==> src/rtl/axis_stim_source_if.sv <==
// -----------------------------------------------------------------------------
// axis_stim_source_if
//   AXI4-Stream link between the stimulus source and the kernel input port.
//
//   Signals:
//     tdata  [DATA_WIDTH] : stream data        (master -> slave)
//     tvalid              : stream valid       (master -> slave)
//     tlast               : final beat marker  (master -> slave)
//     tready              : consumer ready     (slave  -> master)
// -----------------------------------------------------------------------------
interface axis_stim_source_if #(
    parameter int DATA_WIDTH = 32
);
    logic [DATA_WIDTH-1:0] tdata;
    logic                  tvalid;
    logic                  tlast;
    logic                  tready;

    modport master (
        output tdata,
        output tvalid,
        output tlast,
        input  tready
    );

    modport slave (
        input  tdata,
        input  tvalid,
        input  tlast,
        output tready
    );
endinterface

==> src/rtl/axis_stim_source.sv <==
// -----------------------------------------------------------------------------
// axis_stim_source
//   AXI4-Stream producer that emits a programmable-length burst of patterned
//   beats (incrementing or constant) with TLAST framing, honours back-pressure,
//   and measures how long the consumer refuses data.
//
//   Ports:
//     ap_clk, ap_rst_n : clock (rising edge), synchronous active-low reset
//     start            : launch a burst (sampled only while idle)
//     mode             : 0 = incrementing pattern, 1 = constant pattern
//     seed             : first beat value
//     length           : beats in the burst (0 = empty burst)
//     data_in          : AXI4-Stream master (tdata/tvalid/tlast out, tready in)
//     busy             : burst in progress (SEND or DONE)
//     done             : one-cycle pulse at burst end
//     beats_sent       : handshakes completed in current/last burst
//     stall_cycles     : total stalled cycles in current/last burst (saturating)
//     blocked          : sticky, consecutive stalls reached STALL_LIMIT
// -----------------------------------------------------------------------------
module axis_stim_source #(
    parameter int DATA_WIDTH  = 32,
    parameter int LEN_WIDTH   = 16,
    parameter int CNT_WIDTH   = 16,
    parameter int STALL_LIMIT = 1024
) (
    input  logic                  ap_clk,
    input  logic                  ap_rst_n,
    input  logic                  start,
    input  logic                  mode,
    input  logic [DATA_WIDTH-1:0] seed,
    input  logic [LEN_WIDTH-1:0]  length,
    axis_stim_source_if.master    data_in,
    output logic                  busy,
    output logic                  done,
    output logic [LEN_WIDTH-1:0]  beats_sent,
    output logic [CNT_WIDTH-1:0]  stall_cycles,
    output logic                  blocked
);

    typedef enum logic [1:0] {
        IDLE = 2'd0,
        SEND = 2'd1,
        DONE = 2'd2
    } state_t;

    localparam logic [CNT_WIDTH-1:0] LIMIT   = CNT_WIDTH'(STALL_LIMIT);
    localparam logic [CNT_WIDTH-1:0] CNT_MAX = '1;

    state_t                state_q, state_d;
    logic                  mode_q, mode_d;
    logic [LEN_WIDTH-1:0]  len_q, len_d;
    logic [DATA_WIDTH-1:0] pattern_q, pattern_d;
    logic [LEN_WIDTH-1:0]  beats_q, beats_d;
    logic [CNT_WIDTH-1:0]  stall_q, stall_d;
    logic [CNT_WIDTH-1:0]  consec_q, consec_d;
    logic                  blocked_q, blocked_d;
    logic                  tvalid_q, tvalid_d;
    logic                  tlast_q, tlast_d;
    logic                  done_q, done_d;
    logic                  busy_q, busy_d;

    // NOTE: every register gets a default before the case so no path can
    // leave a variable unassigned and infer a latch.
    always_comb begin
        state_d   = state_q;
        mode_d    = mode_q;
        len_d     = len_q;
        pattern_d = pattern_q;
        beats_d   = beats_q;
        stall_d   = stall_q;
        consec_d  = consec_q;
        blocked_d = blocked_q;
        tvalid_d  = 1'b0;
        tlast_d   = 1'b0;
        done_d    = 1'b0;

        case (state_q)
            IDLE: begin
                if (start) begin
                    mode_d    = mode;
                    len_d     = length;
                    pattern_d = seed;
                    beats_d   = '0;
                    stall_d   = '0;
                    consec_d  = '0;
                    blocked_d = 1'b0;
                    if (length != '0) begin
                        state_d  = SEND;
                        tvalid_d = 1'b1;
                        tlast_d  = (length == LEN_WIDTH'(1));
                    end else begin
                        // Empty burst: skip straight to the done pulse.
                        state_d = DONE;
                        done_d  = 1'b1;
                    end
                end
            end

            SEND: begin
                // tvalid is always high here, so tready alone decides the
                // handshake and tvalid never depends on tready.
                tvalid_d = 1'b1;
                tlast_d  = tlast_q;
                if (data_in.tready) begin
                    beats_d   = beats_q + LEN_WIDTH'(1);
                    pattern_d = mode_q ? pattern_q : pattern_q + DATA_WIDTH'(1);
                    consec_d  = '0;
                    if (tlast_q) begin
                        state_d  = DONE;
                        tvalid_d = 1'b0;
                        tlast_d  = 1'b0;
                        done_d   = 1'b1;
                    end else begin
                        tlast_d = (beats_d == len_q - LEN_WIDTH'(1));
                    end
                end else begin
                    if (stall_q != CNT_MAX) begin
                        stall_d = stall_q + CNT_WIDTH'(1);
                    end
                    if (consec_q != CNT_MAX) begin
                        consec_d = consec_q + CNT_WIDTH'(1);
                    end
                    if (consec_d == LIMIT) begin
                        blocked_d = 1'b1;
                    end
                end
            end

            DONE: begin
                state_d = IDLE;
            end

            default: begin
                state_d = IDLE;
            end
        endcase

        busy_d = (state_d != IDLE);
    end

    // NOTE: reset is sampled synchronously and clears every register, so all
    // outputs read zero the cycle after ap_rst_n is seen low.
    always_ff @(posedge ap_clk) begin
        if (!ap_rst_n) begin
            state_q   <= IDLE;
            mode_q    <= 1'b0;
            len_q     <= '0;
            pattern_q <= '0;
            beats_q   <= '0;
            stall_q   <= '0;
            consec_q  <= '0;
            blocked_q <= 1'b0;
            tvalid_q  <= 1'b0;
            tlast_q   <= 1'b0;
            done_q    <= 1'b0;
            busy_q    <= 1'b0;
        end else begin
            // NOTE: non-blocking updates so every register sees the values
            // from before this edge, independent of statement order.
            state_q   <= state_d;
            mode_q    <= mode_d;
            len_q     <= len_d;
            pattern_q <= pattern_d;
            beats_q   <= beats_d;
            stall_q   <= stall_d;
            consec_q  <= consec_d;
            blocked_q <= blocked_d;
            tvalid_q  <= tvalid_d;
            tlast_q   <= tlast_d;
            done_q    <= done_d;
            busy_q    <= busy_d;
        end
    end

    assign data_in.tdata  = pattern_q;
    assign data_in.tvalid = tvalid_q;
    assign data_in.tlast  = tlast_q;
    assign busy           = busy_q;
    assign done           = done_q;
    assign beats_sent     = beats_q;
    assign stall_cycles   = stall_q;
    assign blocked        = blocked_q;

endmodule

==> src/flat_wrapper.sv <==
// flat-port wrapper written by rule: the top's interface ports become plain ports
module axis_stim_source_flat 
#(
    parameter int DATA_WIDTH  = 32,
    parameter int LEN_WIDTH   = 16,
    parameter int CNT_WIDTH   = 16,
    parameter int STALL_LIMIT = 1024
)
  (ap_clk, ap_rst_n, start, mode, seed, length, busy, done, beats_sent, stall_cycles, blocked, data_in_tdata, data_in_tvalid, data_in_tlast, data_in_tready);
  axis_stim_source_if #(.DATA_WIDTH(DATA_WIDTH)) data_in_i ();
  input  logic ap_clk;
  input  logic ap_rst_n;
  input  logic start;
  input  logic mode;
  input  logic [DATA_WIDTH-1:0] seed;
  input  logic [LEN_WIDTH-1:0] length;
  output logic busy;
  output logic done;
  output logic [LEN_WIDTH-1:0] beats_sent;
  output logic [CNT_WIDTH-1:0] stall_cycles;
  output logic blocked;
  output wire logic [$bits(data_in_i.tdata)-1:0] data_in_tdata;
  output wire logic [$bits(data_in_i.tvalid)-1:0] data_in_tvalid;
  output wire logic [$bits(data_in_i.tlast)-1:0] data_in_tlast;
  input wire logic [$bits(data_in_i.tready)-1:0] data_in_tready;
  assign data_in_tdata = data_in_i.tdata;
  assign data_in_tvalid = data_in_i.tvalid;
  assign data_in_tlast = data_in_i.tlast;
  assign data_in_i.tready = data_in_tready;
  axis_stim_source #(.DATA_WIDTH(DATA_WIDTH), .LEN_WIDTH(LEN_WIDTH), .CNT_WIDTH(CNT_WIDTH), .STALL_LIMIT(STALL_LIMIT)) u_core (.ap_clk(ap_clk), .ap_rst_n(ap_rst_n), .start(start), .mode(mode), .seed(seed), .length(length), .data_in(data_in_i), .busy(busy), .done(done), .beats_sent(beats_sent), .stall_cycles(stall_cycles), .blocked(blocked));
endmodule
==> config.mk <==
export PLATFORM = sky130hd
export DESIGN_NAME = axis_stim_source_flat
export DESIGN_NICKNAME = d
export VERILOG_FILES = /design/src/rtl/axis_stim_source_if.sv /design/src/rtl/axis_stim_source.sv /design/src/flat_wrapper.sv
export SDC_FILE = /design/constraint.sdc
export NUM_CORES = 1
export LEC_CHECK = 0
export CAP_MARGIN = 20
export CORE_MARGIN = 8
export CORE_UTILIZATION = 56
export CTS_CLUSTER_DIAMETER = 80
export CTS_CLUSTER_SIZE = 10
export DETAILED_ROUTE_END_ITERATION = 7
export GPL_ROUTABILITY_DRIVEN = 1
export PLACE_DENSITY = 0.94
export SETUP_SLACK_MARGIN = 0.4
export SLEW_MARGIN = 5
export SYNTH_ARGS = -nofsm -noshare
export SYNTH_HDL_FRONTEND = slang
export SYNTH_SLANG_ARGS = --single-unit
==> constraint.sdc <==
create_clock -name ap_clk -period 3.99 [get_ports ap_clk]
set_clock_uncertainty 0.1 [all_clocks]
set_input_delay 0.399 -clock ap_clk [delete_from_list [all_inputs] [get_ports ap_clk]]
set_output_delay 0.399 -clock ap_clk [all_outputs]
set_load 0.05 [all_outputs]
==> impl_metrics.ini, run 1 <==
[logic_synthesis]
synth_area_mm2 = 0.00595
syn_inst = 807
synth_top_cell_by_area = dfxtp_1
syn_nets = 865
yosysMostFrequentCell = nand2_1
synthArstFlopShare = 0
synth_seq_cells = 104
synthTopCellsByCount = 110 x nand2_1, 104 x dfxtp_1, 104 x nor2_1
yosys_warnings = 0
synth_seq_area_share = 0.350
synth_edf_count = 0
yosys-top-cells-area = dfxtp_1 35%, a21oi_1 7.8%, nand2_1 6.9%, nor2_1 6.6%, xnor2_1 6.0%
syn_area_per_cell_um2 = 7.38
yosys_most_used_dff = dfxtp_1
synth.distinct_cells = 69
synth_top_area_share = 0.350

[clock_tree]
cts_buffer_depth = 2
htreeDepth = 3
cts_resized = 0
clockRootBuffer = clkbuf_8
cts_setup_buffers = 0
clk_latency_ps = 370
path_clk_slew_ps = 100
numCtsBuffers = 9
cts_sinks = 104
cts.hold.buffers_added = 0
cts_tree = yes

[min_path]
min_path_type = flip-flop to flip-flop

[detailed_routing]
remaining_drc_errors = 0
detail_route.first_pass.iterations = 8
drt_iter0_drc = 707
routedWlPerCell_um = 16.4
via_per_inst = 6.09
vias = 6343
routed_wl_um = 17100
ant_nets = 0

[sta]
timing.final.ws_setup_ps = 1350
slew_headroom = 0.295
holdWs_ps = 403
min_period_ps = 2640
setup_viol = 0
finalHoldViolCount = 0
tightest_slew_ps = 1050
timing.final.crit_share = 0.662
drv_slew = 0
finalSetupTns_ps = 0
fmax_ghz = 0.378
grt_setup_unrepaired = no

[cells_and_area]
multiInputGateArea_mm2 = 0.00366
fin_util = 0.720
antenna_cells = 0
nets = 958
num-fill-cells = 782
seq_area_mm2 = 0.00208
drive_above_1_share = 0.0497
area.growth.synth_to_final_pct = 24.9

[die]
die_h_um = 119
die_w_um = 119
initial_core_util = 0.577
ios = 122
core_mm2 = 0.0103
std_cell_rows = 37
fp.dieArea_mm2 = 0.0142

[global_routing]
grt_max_degree = 78
antenna_found_initial = 0
track_usage = 0.232
grt_overflow = 0
grt_pass1_vias = 5788
grt_first_pass_wirelength_um = 28200

[setup_path]
cp_slowest_cell = nor3_1
cp.buffers_inverters = 0
crit_arrival_ps = 2830
worstPathCellList = ha_1 -> nand3_1 -> nor3_1 -> nand3_1 -> xnor2_1 -> xnor2_1 -> nand4_1 -> o31ai_1
required_ps = 4180
startpoint_type = flip-flop
crit_path_end_kind = flip-flop
critical_path.top_delay_family = simple AND/OR/NAND/NOR gates
critical_path.max_fanout = 7
worstSetupPathType = flip-flop to flip-flop
cp_slowest_stage_delay_ps = 580

[power_and_ir_drop]
p_per_area_mw_per_mm2 = 331
switching_share = 0.311
clkPwrFrac = 0.305
power.leakage_nw = 2.64
power_w = 0.00246
power_frac_seq = 0.463
power_frac_comb = 0.232
p_sw_w = 0.000764
irDropWorstVdd_mv = 0.196
p_int_w = 0.00169

[placed_design]
pre_cts_slack_ps = 1220
dp_hpwl_um = 12200
place.gp.congestion = 0.904
io_buffer_count = 121

[outcome]
outcome = completed

[flow_run]
drv_cap = 0
[cells in the final DEF (no fill, tap or decap), drive strengths merged, types with 3 or more instances in the layout]
cell           instances
clkbuf                11
xnor2                 41
and2                   6
a21oi                 94
a22o                   3
clkinv                 3
nand2b                 7
buf                    7
nor4                  12
a31oi                  8
mux2i                  3
nand4                 17
dfxtp                104
a32o                   4
and4                   5
nand3                 37
a22oi                 12
o21ai                 43
a21o                   5
nand2                110
nor2                 104
inv                    7
clkdlybuf4s50        121
and3                  19
nor3b                  3
xor2                  15
o31ai                  7
nor3                  40
a211oi                 8
ha                     5
or3                    8
[final cells by class]
cell class                 instances  area share
clock inverter                     5      0.0106
multi-input combinational        650       0.493
tap                              136      0.0229
sequential                       104       0.280
clock buffer                      11      0.0204
inverter                           7     0.00353
timing repair buffer             128       0.170
[stage by stage]
stage	instance area, um^2	cells
detailed placement	7200	1025
CTS	7430	1041
finish	7430	1041
floorplan	5950	807
global placement	7200	1025
global route	7430	1041
[layer usage]
metal,vias to the layer above,routed length (um),global-route usage
met5,-,0,0
met4,0,395,0.0751
met3,46,1560,0.0595
met2,310,7750,0.368
met1,2922,7390,0.302
li1,3065,-,-
[power by group through the flow]
stage               combinational, W  sequential (W)  clock [W]
floorplan                   0.000273         0.00126          0
global placement            0.000552         0.00116          0
detailed placement          0.000563         0.00116          0
CTS                         0.000566         0.00114   0.000758
global route                0.000612         0.00114   0.000798
finish                      0.000569         0.00114   0.000750
[logic make-up (layout without fill, tap and decap cells)]
family,after synthesis,count (layout),share of synthesized area
fa+ha+maj,5,5,0.0105
mux,5,5,0.00883
simple gates,381,381,0.308
buf+inv,53,151,0.0366
compound gates,203,203,0.204
xor+xnor,56,56,0.0824
flops,104,104,0.350
[state kept, by name, summed over array words and instances (netlist names)]
name / cells
u_core.data_in.tvalid: 1
u_core.data_in.tlast: 1
u_core.beats_sent: 16
u_core.blocked: 1
u_core.stall_cycles: 16
u_core.busy: 1
u_core.mode_q: 1
u_core.done: 1
u_core.len_q: 16
u_core.state_q: 2
u_core.data_in.tdata: 32
u_core.consec_q: 16
[tightest hold or removal path: stages, from the launching register on]
cell and delay (ps):
dfxtp_1 350, nand2_1 60, a21oi_1 50
[final timing paths]
check | startpoint | end | slack, ps | cells past startpoint
min reg2reg | u_core.len_q[8] | u_core.len_q[8] | 400 | 2
max reg2reg | u_core.beats_sent[0] | u_core.data_in.tlast | 1350 | 8
max | u_core.beats_sent[0] | u_core.data_in.tlast | 1350 | 8
min | u_core.len_q[8] | u_core.len_q[8] | 400 | 2
Power figures use the tool's default switching activity.
==> run 2, diff against run 1 <==
Settings changed: CORE_UTILIZATION 56 to 47, PLACE_DENSITY 0.94 to 0.85.
Clock period 3.99 ns to 2.3 ns, I/O delays scaled along.
==> run 2 against run 1 <==
  * The run now ends with setup timing left
  * Final cell count increased by 12%
  * Routed wire length increased by 23%
  * Critical path depth unchanged
  * Utilization decreased by 0.31 points
  * Combinational power increased by 93%
  * Fmax increased by 15%
  * Highest routed layer unchanged
==> impl_metrics.ini, run 2 (same netlist as run 1, synthesis figures left out) <==
[placed_design]
pre_cts_slack_ps = -41.2
io_buffer_count = 121
place.gp.congestion = 0.892
dp_hpwl_um = 13100
dpl.cell_count = 1087

[setup_path]
crit_path_end_kind = flip-flop
worstRegToRegCells = 8
timing.rr.start = u_core.len_q[0]
crit_arrival_ps = 2480
startpoint_type = flip-flop
r2r_setup_slack_ps = -2
required_ps = 2470
critical_path.max_fanout = 3
worstSetupPathType = flip-flop to flip-flop
worstReg2RegEnd = u_core.data_in.tlast

[detailed_routing]
routed_wl_um = 21100
via_per_inst = 6.04
detail_route.first_pass.iterations = 7
drt_iter0_drc = 588
ant_nets = 0
vias = 7019
routedWlPerCell_um = 18.1
remaining_drc_errors = 0

[sta]
tightest_slew_ps = 869
slew_headroom = 0.421
fmax_ghz = 0.434
timing.final.crit_share = 1.00
finalHoldViolCount = 0
min_period_ps = 2300
timing.final.ws_setup_ps = -1.83
holdWs_ps = 280
setup_viol = 1
drv_slew = 0
grt_setup_unrepaired = yes

[clock_tree]
numCtsBuffers = 9
cts.hold.buffers_added = 0
cts_buffer_depth = 2
clockRootBuffer = clkbuf_16
cts_tree = yes
clk_latency_ps = 360
htreeDepth = 3
cts_sinks = 104
path_clk_slew_ps = 70

[power_and_ir_drop]
power_w = 0.00468
irDropWorstVdd_mv = 0.394
p_per_area_mw_per_mm2 = 522
power.leakage_nw = 3.53

[die]
core_mm2 = 0.0125
fp.dieArea_mm2 = 0.0165
ios = 122
die_h_um = 129
die_w_um = 129
std_cell_rows = 41
initial_core_util = 0.476

[cells_and_area]
fin_cells = 1163
final_cell_mix = 102 x nand2_1, 96 x nor2_1, 88 x a21oi_1
final_common_cell = nand2_1
drive_above_1_share = 0.282
largest_reg_flops = 32
num-fill-cells = 888
fin_util = 0.717
nets = 1043
area.growth.synth_to_final_pct = 50.8

[min_path]
hold_path_depth = 4
min_path_type = input port to flip-flop
min_from = data_in_tready
holdPathEnd = u_core.state_q[0]

[outcome]
outcome = complete, but fails checks
violations = setup timing

[global_routing]
antenna_found_initial = 1
grt_overflow = 0
grt_first_pass_wirelength_um = 30900
grt_max_degree = 78
track_usage = 0.228
grt_pass1_vias = 6236

[flow_run]
drv_cap = 0
-- run 2: how the worst max path moves through the flow --
stage,startpoint,to,slack [ps],cells after the start
floorplan,u_core.len_q[0],u_core.data_in.tlast,160,8
global placement,u_core.len_q[1],u_core.data_in.tlast,110,8
detailed placement,u_core.len_q[0],u_core.data_in.tlast,-40,8
CTS,u_core.len_q[0],u_core.data_in.tlast,-8,8
global route,u_core.len_q[0],u_core.data_in.tlast,-60,8
finish,u_core.len_q[0],u_core.data_in.tlast,-2,8
-- run 2: layout make-up --
| type | count | area [um^2] | area share |
|---|---|---|---|
| clock inverter | 4 | 51.3 | 0.00572 |
| inverter | 7 | 28.8 | 0.00321 |
| antenna | 1 | 2.50 | 0.000279 |
| timing repair buffer | 213 | 1960 | 0.218 |
| tap | 172 | 215 | 0.0240 |
| clock buffer | 12 | 258 | 0.0287 |
| sequential | 104 | 2270 | 0.253 |
| multi-input combinational | 650 | 4190 | 0.466 |
-- run 2: critical path: stages (launching register included) --
cell	delay (ps)
dfxtp_4	350
inv_4	50
ha_4	110
or4b_4	460
or3b_4	420
nor3b_2	200
xnor2_1	140
nand4_1	110
o31ai_2	260
-- run 2: per-stage QoR --
step	instance area, um^2	TNS (ps)
6_report	8970	-1.83
5_1_grt	8970	-64.1
4_1_cts	8360	-8.32
3_5_place_dp	7790	-41.2
3_3_place_gp	7790	0
2_1_floorplan	6280	0
-- run 2: power by group --
| group | internal (W) | leakage (nW) | switching (W) |
|---|---|---|---|
| Clock | 0.000913 | 0.144 | 0.000708 |
| Combinational | 0.000460 | 2.49 | 0.000640 |
| Sequential | 0.00185 | 0.890 | 0.000106 |
| Total | 0.00323 | 3.53 | 0.00145 |
-- run 2: layer usage --
metal / global-route usage / up-vias / routed length (um)
met5: 0 / - / 0
met4: 0.0940 / 0 / 514
met2: 0.373 / 378 / 10100
met1: 0.289 / 3353 / 8570
li1: - / 3242 / -
met3: 0.0430 / 46 / 1860
-- run 2: timing repair --
| item | in CTS | in global routing |
|---|---|---|
| hold endpoints to repair | 0 | 0 |
| endpoints found under the setup margin | 54 | 54 |
| cloned | 0 | 1 |
| setup buffers | 20 | 38 |
| gates resized for setup | 72 | 80 |
| pin swaps | 29 | 53 |
